--- src/rtl/cla_pkg.sv ---
// Shared constants and helpers for the carry-lookahead adder.
package cla_pkg;

    localparam int CLA_GROUP_W = 4;

    function automatic int cla_groups(input int width);
        return width / CLA_GROUP_W;
    endfunction

endpackage

--- src/rtl/cla_group4.sv ---
// One 4-bit lookahead group: sum bits from the group carry-in, plus group G/P for the next level.
module cla_group4
    import cla_pkg::*;
(
    input  logic [CLA_GROUP_W-1:0] a,
    input  logic [CLA_GROUP_W-1:0] b,
    input  logic                   ci,
    output logic [CLA_GROUP_W-1:0] s,
    output logic                   G,
    output logic                   P
);

    logic [CLA_GROUP_W-1:0] g;
    logic [CLA_GROUP_W-1:0] p;
    logic                   c1;
    logic                   c2;
    logic                   c3;

    assign g = a & b;
    assign p = a ^ b;

    // G/P depend only on a and b, so the top-level carry network sees no path through ci.
    assign G = g[3] | (p[3] & g[2]) | (p[3] & p[2] & g[1]) | (p[3] & p[2] & p[1] & g[0]);
    assign P = p[3] & p[2] & p[1] & p[0];

    assign c1 = g[0] | (p[0] & ci);
    assign c2 = g[1] | (p[1] & g[0]) | (p[1] & p[0] & ci);
    assign c3 = g[2] | (p[2] & g[1]) | (p[2] & p[1] & g[0]) | (p[2] & p[1] & p[0] & ci);

    assign s = p ^ {c3, c2, c1, ci};

endmodule

--- src/rtl/carry_lookahead_adder.sv ---
// Two-level carry-lookahead adder (4-bit groups, flat group-carry lookahead) with a registered result.
module carry_lookahead_adder
    import cla_pkg::*;
#(
    parameter int WIDTH = 4
) (
    input  logic             clk,
    input  logic             rst,
    input  logic             in_valid,
    input  logic [WIDTH-1:0] a,
    input  logic [WIDTH-1:0] b,
    input  logic             cin,
    output logic [WIDTH-1:0] sum,
    output logic             cout,
    output logic             out_valid
);

    localparam int NG = cla_groups(WIDTH);

    if (WIDTH <= 0 || (WIDTH % CLA_GROUP_W) != 0) begin : g_width_check
        $error("carry_lookahead_adder: WIDTH must be a positive multiple of 4");
    end

    logic [NG-1:0]    grp_g;
    logic [NG-1:0]    grp_p;
    logic [NG:0]      grp_c;
    logic [WIDTH-1:0] sum_p0;
    logic [WIDTH-1:0] sum_p1;
    logic             cout_p1;
    logic             vld_p1;

    for (genvar gi = 0; gi < NG; gi++) begin : g_grp
        cla_group4 u_grp (
            .a  (a[gi*CLA_GROUP_W +: CLA_GROUP_W]),
            .b  (b[gi*CLA_GROUP_W +: CLA_GROUP_W]),
            .ci (grp_c[gi]),
            .s  (sum_p0[gi*CLA_GROUP_W +: CLA_GROUP_W]),
            .G  (grp_g[gi]),
            .P  (grp_p[gi])
        );
    end

    // Each group carry is a flat OR of products over all lower groups and cin, not a chain.
    always_comb begin
        logic acc;
        logic term;
        grp_c    = '0;
        grp_c[0] = cin;
        for (int k = 1; k <= NG; k++) begin
            term = cin;
            for (int j = 0; j < k; j++) term = term & grp_p[j];
            acc = term;
            for (int j = 0; j < k; j++) begin
                term = grp_g[j];
                for (int m = j + 1; m < k; m++) term = term & grp_p[m];
                acc = acc | term;
            end
            grp_c[k] = acc;
        end
    end

    // p0 -> p1: result register
    always_ff @(posedge clk or posedge rst) begin
        if (rst) begin
            sum_p1  <= '0;
            cout_p1 <= 1'b0;
            vld_p1  <= 1'b0;
        end else begin
            sum_p1  <= sum_p0;
            cout_p1 <= grp_c[NG];
            vld_p1  <= in_valid;
        end
    end

    assign sum       = sum_p1;
    assign cout      = cout_p1;
    assign out_valid = vld_p1;

endmodule

--- config.mk ---
export PLATFORM = sky130hd
export DESIGN_NAME = carry_lookahead_adder
export DESIGN_NICKNAME = d
export VERILOG_FILES = /design/src/rtl/cla_pkg.sv /design/src/rtl/cla_group4.sv /design/src/rtl/carry_lookahead_adder.sv
export SDC_FILE = /design/constraint.sdc
export NUM_CORES = 1
export LEC_CHECK = 0
export CORE_AREA = 2 2 39 41
export CTS_CLUSTER_DIAMETER = 120
export DETAILED_ROUTE_END_ITERATION = 6
export DIE_AREA = 0 0 41 43
export SETUP_SLACK_MARGIN = 0.02
export SYNTH_ARGS = -nofsm -noshare
export SYNTH_HDL_FRONTEND = slang
export SYNTH_SLANG_ARGS = --single-unit
--- constraint.sdc ---
create_clock -name clk -period 0.8 [get_ports clk]
set_input_delay 0.24 -clock clk [delete_from_list [all_inputs] [get_ports clk]]
set_output_delay 0.24 -clock clk [all_outputs]
set_load 0.005 [all_outputs]
==> impl_metrics.yaml, run 1 <==
final_layout:
  final_cells: 64
  layout_common_cells: "buf_2, dfrtp_1, ha_4, buf_6, buf_4"
  final_common_cell: "buf_2"
  final_area_um2: 579
  final-seq-area_um2: 150
  diodes: 0
  area_growth_pct: 92.1
  drive_above_1_share_pct: 60.4
  multi_input_area_um2: 189
  nets: 67
  fillers: 150
sta:
  hold_viol: 0
  setup_slack_ns: -0.181
  finalMaxSlewViolations: 0
  period_minus_slack_ns: 0.981
  rsz0062_at_grt: "true"
  slew_headroom_pct: 86.1
  setup_viol: 10
  period_share_pct: 123
  max_freq_mhz: 1020
  worst_pin_slew_ns: 0.208
detailed_routing:
  ant_nets: 0
  drc_errors: 0
  finalWirelength_um: 623
  first_iter_violations: 0
  first_pass_iters: 1
  via_per_inst: 3.95
  dr_total_vias: 253
  avgRoutedWirePerCell_um: 9.73
placement:
  post-dp-hpwl_um: 456
  place_inst: 59
  io_buffer_count: 17
  placed_cell_area_um2: 542
  gp_congestion: 0.555
clock_tree:
  clock_path_buffers: 2
  cts_sinks: 6
  hold_buffers: 0
  cts_root_buf: "clkbuf_4"
  cts_tree: "yes"
  htree_levels: 1
  path_clk_slew_ns: 0.04
  cts_made_buffers: 3
floorplan:
  start_util_pct: 21.8
  die_y_um: 43
  io-pin-count: 18
  coreArea_um2: 1380
  fp-row-count: 14
  die_w_um: 41
  dieArea_um2: 1760
worst_setup_path:
  crit_path_max_incr_delay_ns: 0.23
  arrival_ns: 1.10
  worstPathMaxFanout: 2
  startpoint: "a[2]"
  worstPathRequired_ns: 0.92
  path_class: "input pin to flop"
  endpoint_kind: "flop"
  path_buf_inv: 1
  cpLargestDelayFamily: "compound AO/OA/AOI/OAI gates"
  cp_slowest_cell: "ha_4"
  crit_chain: "buf_6 > ha_4 > a21o_1 > a31o_1 > xor2_1"
  startpoint_type: "input pin"
global_routing:
  overflow: 0
  grt_pass1_wl_um: 945
  grt_pass1_vias: 269
  grt_max_degree: 7
  antenna_found_initial: 0
  grt_usage_pct: 7.85
run_status:
  failed_checks: "negative setup slack"
  status: "complete, but fails checks"
power:
  totalPowerFinal_mw: 0.895
  leakagePower_nw: 0.293
  ir_drop_mv: 0.471
  power.density_nw_per_um2: 1540
yosys:
  netlist_instances: 24
  syn_nets: 41
  yosysWarnings: 0
  synth.avg_cell_area_um2: 12.6
  seq_area_frac_synth_pct: 49.8
  synth_seq_cells: 6
  yosysUniqueCellTypes: 9
  synth.cell_area_um2: 302
flow_run:
  max_cap_violations: 0
hold_path:
  hold_path.class: "input pin to async pin"
cell usage after synthesis:
master	count	area share, %
ha_1	4	17
dfrtp_1	6	50
inv_1	5	6.2
xnor2_1	2	5.8
fa_1	1	6.6
xor2_1	1	2.9
a31o_1	1	2.9
a21oi_1	1	1.7
a21o_1	3	7.5
stage by stage:
| stage | hold WS (ns) | setup WS, ns | TNS [ns] | utilization (%) |
|---|---|---|---|---|
| 2_1_floorplan | 0.0310 | -0.302 | -0.972 | - |
| 3_3_place_gp | 0.467 | -0.872 | -5.36 | 39.2 |
| 3_5_place_dp | 0.460 | -0.873 | -5.41 | 39.2 |
| 4_1_cts | 0.209 | -0.191 | -1.44 | 39.3 |
| 5_1_grt | 0.228 | -0.189 | -1.56 | 41.9 |
| 6_report | 0.212 | -0.181 | -1.29 | 41.9 |
per-layer routing:
metal	routed length, um	vias up	GRT usage [%]
met2	304	18	12.5
met5	0	-	0
met4	0	0	6.00
met3	85	0	1.57
met1	233	109	8.44
li1	-	126	-
repair_timing:
action | in CTS | in global routing
buffers inserted | 2 | 0
gates resized for setup | 61 | 7
endpoints found under the setup margin | 11 | 11
pin swaps | 10 | 7
cell type report:
cell class / instances / share of cell area, %
flip-flops and latches: 6 / 25.9
repair buffers: 21 / 29.6
inverters: 5 / 4.54
well taps: 16 / 3.46
clock buffers: 3 / 3.89
multi-input cells: 13 / 32.6
where the power goes:
part | internal (mW) | switching (mW)
clock network | 0.168 | 0.0905
registers | 0.351 | 0.00918
logic | 0.167 | 0.109
path summary, 6_finish.rpt:
check / endpoint / slack [ns] / cells after the start
max: sum[3]$_DFF_PP0_ / -0.18 / 5
min: sum[3]$_DFF_PP0_ / 0.21 / 2
max in group asynchronous: sum[0]$_DFF_PP0_ / 0.41 / 2
min in group clk: cout$_DFF_PP0_ / 0.36 / 3
cells by family after synthesis:
| logic type | Yosys count | share of synthesized area [%] |
|---|---|---|
| AO/OA/AOI/OAI | 5 | 12.0 |
| buffers and inverters | 5 | 6.22 |
| adder cells (fa/ha/maj) | 5 | 23.2 |
| XOR/XNOR | 3 | 8.72 |
| flip-flops | 6 | 49.8 |
registers in the layout, indices dropped and copies added, names as in the netlist:
name and cells:
sum 4, cout 1, out_valid 1
No activity file was read; power rests on OpenSTA's default activity.
==> run 2: changes to the inputs <==
--- a/config.mk
+++ b/config.mk
@@ -9,6 +9,7 @@
 export CTS_CLUSTER_DIAMETER = 120
 export DETAILED_ROUTE_END_ITERATION = 6
 export DIE_AREA = 0 0 41 43
+export PLACE_DENSITY = 0.65
 export SETUP_SLACK_MARGIN = 0.02
 export SYNTH_ARGS = -nofsm -noshare
 export SYNTH_HDL_FRONTEND = slang
==> impl_metrics.yaml, run 2 (same netlist as run 1, synthesis figures left out) <==
run_status:
  status: "complete, but fails checks"
  failed_checks: "negative setup slack"
global_routing:
  grt_usage_pct: 9.17
  grt_pass1_wl_um: 1030
  grt_pass1_vias: 284
  grt_max_degree: 7
  antenna_found_initial: 0
  overflow: 0
worst_setup_path:
  crit_path_max_incr_delay_ns: 0.22
  crit_chain: "buf_6 > ha_4 > a21o_1 > a31o_1 > a21o_1"
  worstPathRequired_ns: 0.93
  path_buf_inv: 1
  cp_slowest_cell: "ha_4"
  arrival_ns: 1.09
  endpoint_kind: "flop"
  path_class: "input pin to flop"
  cpLargestDelayFamily: "compound AO/OA/AOI/OAI gates"
  startpoint_type: "input pin"
  worstPathMaxFanout: 2
  path_common_cell: "a21o_1"
detailed_routing:
  first_iter_violations: 0
  first_pass_iters: 1
  drc_errors: 0
  finalWirelength_um: 614
  dr_total_vias: 251
  drt-met1-wl_um: 231
  avgRoutedWirePerCell_um: 9.59
  wl_met2_um: 305
  ant_nets: 0
  wl_met3_um: 62
  via_per_inst: 3.92
  dr.max_layer_used: "met4"
sta:
  rsz0062_at_grt: "true"
  slew_headroom_pct: 86.1
  period_minus_slack_ns: 0.960
  setup_slack_ns: -0.160
  finalMaxSlewViolations: 0
  hold_viol: 0
  setup_viol: 11
  period_share_pct: 120
  whs_ns: 0.210
  max_freq_mhz: 1040
  worst_pin_slew_ns: 0.209
final_layout:
  drive_above_1_share_pct: 58.3
  area_growth_pct: 93.4
  largest_reg_flops: 4
  nets: 67
  final_area_um2: 583
  diodes: 0
  final_common_cell: "buf_2"
  layout_common_cells: "buf_2, dfrtp_1, ha_4, buf_6, buf_4"
placement:
  gp_congestion: 0.576
  io_buffer_count: 17
  post-dp-hpwl_um: 472
  placed_cell_area_um2: 549
  place_worst_setup_slack_ns: -0.876
clock_tree:
  cts_sinks: 6
  clock_path_buffers: 2
  htree_levels: 1
  path_clk_slew_ns: 0.04
  cts_made_buffers: 3
  cts_root_buf: "clkbuf_4"
  hold_buffers: 0
  cts_tree: "yes"
floorplan:
  die_y_um: 43
  coreArea_um2: 1380
  fp-row-count: 14
  dieArea_um2: 1760
  die_w_um: 41
  io-pin-count: 18
  start_util_pct: 21.8
power:
  ir_drop_mv: 0.426
  leakagePower_nw: 0.299
  power.density_nw_per_um2: 1560
hold_path:
  hold_path.class: "input pin to async pin"
flow_run:
  max_cap_violations: 0
[run 2: cell counts in the layout (fill, tap and decap cells not counted)]
No cell type changed its count.
[run 2: final cells by class]
type / instances / area (um^2)
fillers: 160 / 801
inverters: 5 / 26.3
repair buffers: 21 / 171
well taps: 16 / 20.0
multi-input cells: 13 / 193
flip-flops and latches: 6 / 150
clock buffers: 3 / 22.5
[run 2: worst max-delay path by stage]
stage,from,end,slack [ns],cells past startpoint
2_1_floorplan,a[0],cout$_DFF_PP0_,-0.30,4
5_1_grt,a[2],cout$_DFF_PP0_,-0.19,5
4_1_cts,b[0],cout$_DFF_PP0_,-0.19,5
6_report,a[2],cout$_DFF_PP0_,-0.16,5
3_3_place_gp,a[0],cout$_DFF_PP0_,-0.86,5
3_5_place_dp,a[0],cout$_DFF_PP0_,-0.88,5
[run 2: through the flow]
step	instances	power, mW	TNS, ns	utilization [%]
after floorplan	24	0.473	-0.972	-
after global placement	60	0.658	-5.32	39.7
after detailed placement	60	0.664	-5.38	39.7
after CTS	64	0.907	-1.44	39.1
after global routing	64	0.979	-1.59	42.1
final	64	0.907	-1.29	42.1
[run 2: report_power, final]
part	switching [mW]	internal [mW]	leakage [nW]
Sequential	0.00816	0.351	0.0704
Clock	0.103	0.169	0.0138
Combinational	0.107	0.169	0.215
[run 2: layer usage]
| metal | GRT usage, % | up-vias |
|---|---|---|
| met5 | 0 | - |
| met4 | 14.0 | 0 |
| met3 | 0 | 2 |
| met2 | 12.2 | 17 |
| met1 | 10.1 | 107 |
| li1 | - | 125 |
[run 2: what timing repair did]
item                       CTS  global route
setup buffers                1             0
gates resized for setup     59             7
setup endpoints to repair   11            11
pin swaps                    7             5
==> run 3: changes to the inputs <==
--- a/config.mk
+++ b/config.mk
@@ -5,10 +5,10 @@
 export SDC_FILE = /design/constraint.sdc
 export NUM_CORES = 1
 export LEC_CHECK = 0
-export CORE_AREA = 2 2 39 41
+export CORE_AREA = 3 3 40 42
 export CTS_CLUSTER_DIAMETER = 120
 export DETAILED_ROUTE_END_ITERATION = 6
-export DIE_AREA = 0 0 41 43
+export DIE_AREA = 0 0 43 45
 export PLACE_DENSITY = 0.65
 export SETUP_SLACK_MARGIN = 0.02
 export SYNTH_ARGS = -nofsm -noshare
==> impl_metrics.yaml, run 3 (same netlist as run 1, synthesis figures left out) <==
run_status:
  status: "complete, but fails checks"
  failed_checks: "negative setup slack"
floorplan:
  start_util_pct: 23.5
  dieArea_um2: 1940
  die_y_um: 45
  coreArea_um2: 1280
  die_w_um: 43
  io-pin-count: 18
  fp-row-count: 13
hold_path:
  hold_path.class: "input pin to async pin"
sta:
  rsz0062_at_grt: "true"
  hold_viol: 0
  max_freq_mhz: 1040
  slew_headroom_pct: 85.9
  setup_slack_ns: -0.165
  finalMaxSlewViolations: 0
  tns_ns: -1.25
  period_share_pct: 121
  period_minus_slack_ns: 0.965
  whs_ns: 0.216
  worst_pin_slew_ns: 0.212
  setup_viol: 11
global_routing:
  grt_util_met3_pct: 4.78
  grtUsageMet1_pct: 8.89
  top_usage_layer: "met2"
  overflow: 0
  antenna_found_initial: 0
  grt_pass1_vias: 267
  grt_usage_pct: 8.48
  grtUsageMet2_pct: 12.3
  grt_pass1_wl_um: 1100
  grt_max_degree: 7
final_layout:
  final_area_um2: 614
  largest_reg_flops: 4
  final_common_cell: "buf_2"
  drive_above_1_share_pct: 61.2
  layout_common_cells: "buf_2, dfrtp_1, ha_4, buf_6, buf_4"
  postLayoutCoreUtil_pct: 47.8
  nets: 68
  diodes: 0
  area_growth_pct: 104
power:
  leakagePower_nw: 0.318
  ir_drop_mv: 0.639
  power.density_nw_per_um2: 1500
  totalPowerFinal_mw: 0.919
detailed_routing:
  first_iter_violations: 0
  dr_total_vias: 268
  first_pass_iters: 1
  finalWirelength_um: 682
  avgRoutedWirePerCell_um: 10.7
  drc_errors: 0
  via_per_inst: 4.19
  ant_nets: 0
worst_setup_path:
  worstPathRequired_ns: 0.92
  path_class: "input pin to flop"
  worstPathMaxFanout: 2
  startpoint_type: "input pin"
  arrival_ns: 1.09
  endpoint_kind: "flop"
clock_tree:
  cts_root_buf: "clkbuf_4"
  clock_path_buffers: 2
  htree_levels: 1
  cts_made_buffers: 3
  path_clk_slew_ns: 0.04
  cts_tree: "yes"
  cts_sinks: 6
placement:
  placed_cell_area_um2: 548
  io_buffer_count: 17
  gp_congestion: 0.630
  post-dp-hpwl_um: 492
flow_run:
  max_cap_violations: 0
## run 3: cell count changes in the layout (fill, tap and decap cells not counted), sizes merged
cell	delta
buf	+1
dlygate4sd2	-1
dlymetal6s2s	+1
## run 3: metal layers
metal  vias to the layer above  wire, um
li1                        128         -
met1                       120       244
met2                        20       326
met3                         0       111
met4                         0         0
met5                         -         0
## run 3: cell type report
type	instances	area, um^2
multi-input combinational	13	196
inverter	5	26.3
tap	15	18.8
timing repair buffer	22	200
sequential	6	150
fill	129	671
clock buffer	3	22.5
## run 3: worst max-delay path by stage
stage / endpoint / start / slack (ns) / depth (start not counted)
6_report: cout$_DFF_PP0_ / a[0] / -0.16 / 5
3_5_place_dp: cout$_DFF_PP0_ / a[0] / -0.88 / 5
2_1_floorplan: cout$_DFF_PP0_ / a[0] / -0.30 / 4
4_1_cts: cout$_DFF_PP0_ / a[0] / -0.20 / 5
3_3_place_gp: cout$_DFF_PP0_ / a[0] / -0.87 / 5
5_1_grt: sum[3] / sum[3]$_DFF_PP0_ / -0.19 / 1
## run 3: stage by stage
| step | instances | worst slack, ns |
|---|---|---|
| floorplan | 24 | -0.302 |
| global placement | 59 | -0.866 |
| detailed placement | 59 | -0.876 |
| CTS | 64 | -0.199 |
| global route | 64 | -0.192 |
| finish | 64 | -0.165 |
## run 3: timing repair
item / in CTS / in global routing
gates resized for setup: 63 / 8
hold buffers: 0 / 0
endpoints found under the setup margin: 11 / 11
buffers inserted: 2 / 0
pin swaps: 8 / 8
## run 3: where the power goes
part	switching (mW)	internal, mW
logic	0.114	0.190
clock network	0.0868	0.168
registers	0.00879	0.351
## run 3: critical path: stages
cell    delay [ns]
buf_8         0.10
ha_4          0.22
a21o_1        0.17
a31o_1        0.21
a21o_1        0.15
==> edit, RTL diff (settings of run 3) <==
Register the input `in_valid` before use, with the module's reset. The logic sees it one clock later. The other inputs are not delayed to match.
--- a/src/rtl/carry_lookahead_adder.sv
+++ b/src/rtl/carry_lookahead_adder.sv
@@ -16,6 +16,16 @@
 );
 
     localparam int NG = cla_groups(WIDTH);
+
+    logic in_valid_q;
+
+    always_ff @(posedge clk or posedge rst) begin
+        if (rst) begin
+            in_valid_q <= '0;
+        end else begin
+            in_valid_q <= in_valid;
+        end
+    end
 
     if (WIDTH <= 0 || (WIDTH % CLA_GROUP_W) != 0) begin : g_width_check
         $error("carry_lookahead_adder: WIDTH must be a positive multiple of 4");
@@ -68,7 +78,7 @@
         end else begin
             sum_p1  <= sum_p0;
             cout_p1 <= grp_c[NG];
-            vld_p1  <= in_valid;
+            vld_p1  <= in_valid_q;
         end
     end
 
Behaviour: not the same (a bounded check fails within 4 cycles, from zero or initial values and one cycle with rst high).
==> edit against run 3 <==
  * The flow still finishes with violations (negative setup slack)
  * Sequential share of layout area rose by 4.5 points
  * Final area down 1.4%
  * Routed wire length down 18%
  * Area after synthesis increased by 8.3%
  * Critical path depth unchanged
  * Sequential cell count rose by 1
  * Setup slack worse by 0.00068 ns
  * Total power is 6.4% higher
  * Largest power group unchanged
  * Highest routed layer unchanged
==> edit: results (changes against run 3) <==
max incr delay on CP 0.22 ns (about the same); WL final 560 um (-18%); grt met3 use 1.594% (-3.2 points); HPWL Detailed 432.1 um (-12%); met2 GRT Util 10.18% (-2.1 points); gp weighted congestion 0.6081 (-3.5%); router iterations before antenna repair 1 (unchanged); sequential area share after synthesis 53.64% (+3.8 points); status finished with violations; Synthesized Nets 42 (+2.4%); P_int 0.7543 mW (+6.4%); share of cells above drive strength 1 55.10% (-6.1 points); DR WL met3 68 um (-39%); slew margin rel. 83.28% (-2.6 points); failing checks negative setup slack; Avg Cell Area, Syn 13.06 um^2 (+4.0%); first-pass GRT wire length 910 um (-18%); slack of the critical path -0.1656 ns (-0.0006830 ns); final-report setup violation count 10 (-1); All-Layer GR Usage 6.381% (-2.1 points); clk_skew between 0.00001 and 0.000015 ns; Worst VDD drop 0.0005027 V (-21%); largest cells by area after synthesis dfrtp_1 (54%), ha_1 (15%), a21o_1 (6.9%); largest net degree at the start of global routing 8 (+1); Total Nets Final 67 (-1.5%); Synth top cells by count dfrtp_1 (7), inv_1 (5), ha_1 (4), a21o_1 (3), xnor2_1 (2); metal2 WL 267 um (-18%); leakage 0.3036 nW (-4.6%); top_reg_cell synth dfrtp_1; via count 252 (-6.0%); met1 WL 224 um (-8.2%)
==> edit: timing repair <==
item,CTS,global route
pin swaps,8,5
setup buffers,1,0
resized for setup,60,7
setup endpoints to repair,11,10
==> edit: area by class of cell <==
cell class              instances  area [um^2]
multi-input cells              13        188.9
well taps                      15        18.77
inverters                       5        28.78
fillers                       130        679.4
clock buffers                   4        26.28
repair buffers                 20        167.7
flip-flops and latches          7        175.2
==> edit: metrics by stage <==
step | setup WS, ns | TNS (ns) | power, mW
after floorplan | -0.3021 | -0.9718 | 0.5277
after global placement | -0.8618 | -5.340 | 0.7086
after detailed placement | -0.8662 | -5.376 | 0.7097
after CTS | -0.1855 | -1.407 | 0.9771
after global routing | -0.1921 | -1.560 | 1.049
final | -0.1656 | -1.272 | 0.9770
==> edit: path summary, 6_finish.rpt <==
path	cells after the start	slack, ns	from	endpoint
max	5	-0.17	a[2]	sum[3]
min	2	0.23	rst	sum[2]
max reg2reg	0	0.34	in_valid_q	out_valid
min reg2reg	0	0.35	in_valid_q	out_valid
max in group asynchronous	2	0.37	rst	out_valid
min in group clk	0	0.35	in_valid_q	out_valid
==> edit: power by group through the flow <==
stage	registers [mW]	logic, mW	clock network [mW]
3_5_place_dp	0.421	0.288	0
3_3_place_gp	0.421	0.288	0
2_1_floorplan	0.429	0.0986	0
5_1_grt	0.418	0.295	0.336
6_report	0.412	0.267	0.298
4_1_cts	0.413	0.250	0.314
==> edit: kinds of logic (layout without fill, tap and decap cells) <==
logic type                 after synthesis  count (layout)  share of synthesized area [%]
xor gates and xnor gates                 3               3                          8.047
adders and majority gates                5               5                          21.46
AOI/OAI and AO/OA                        5               5                          11.11
buffers and inverters                    5              29                          5.748
DFF                                      7               7                          53.64
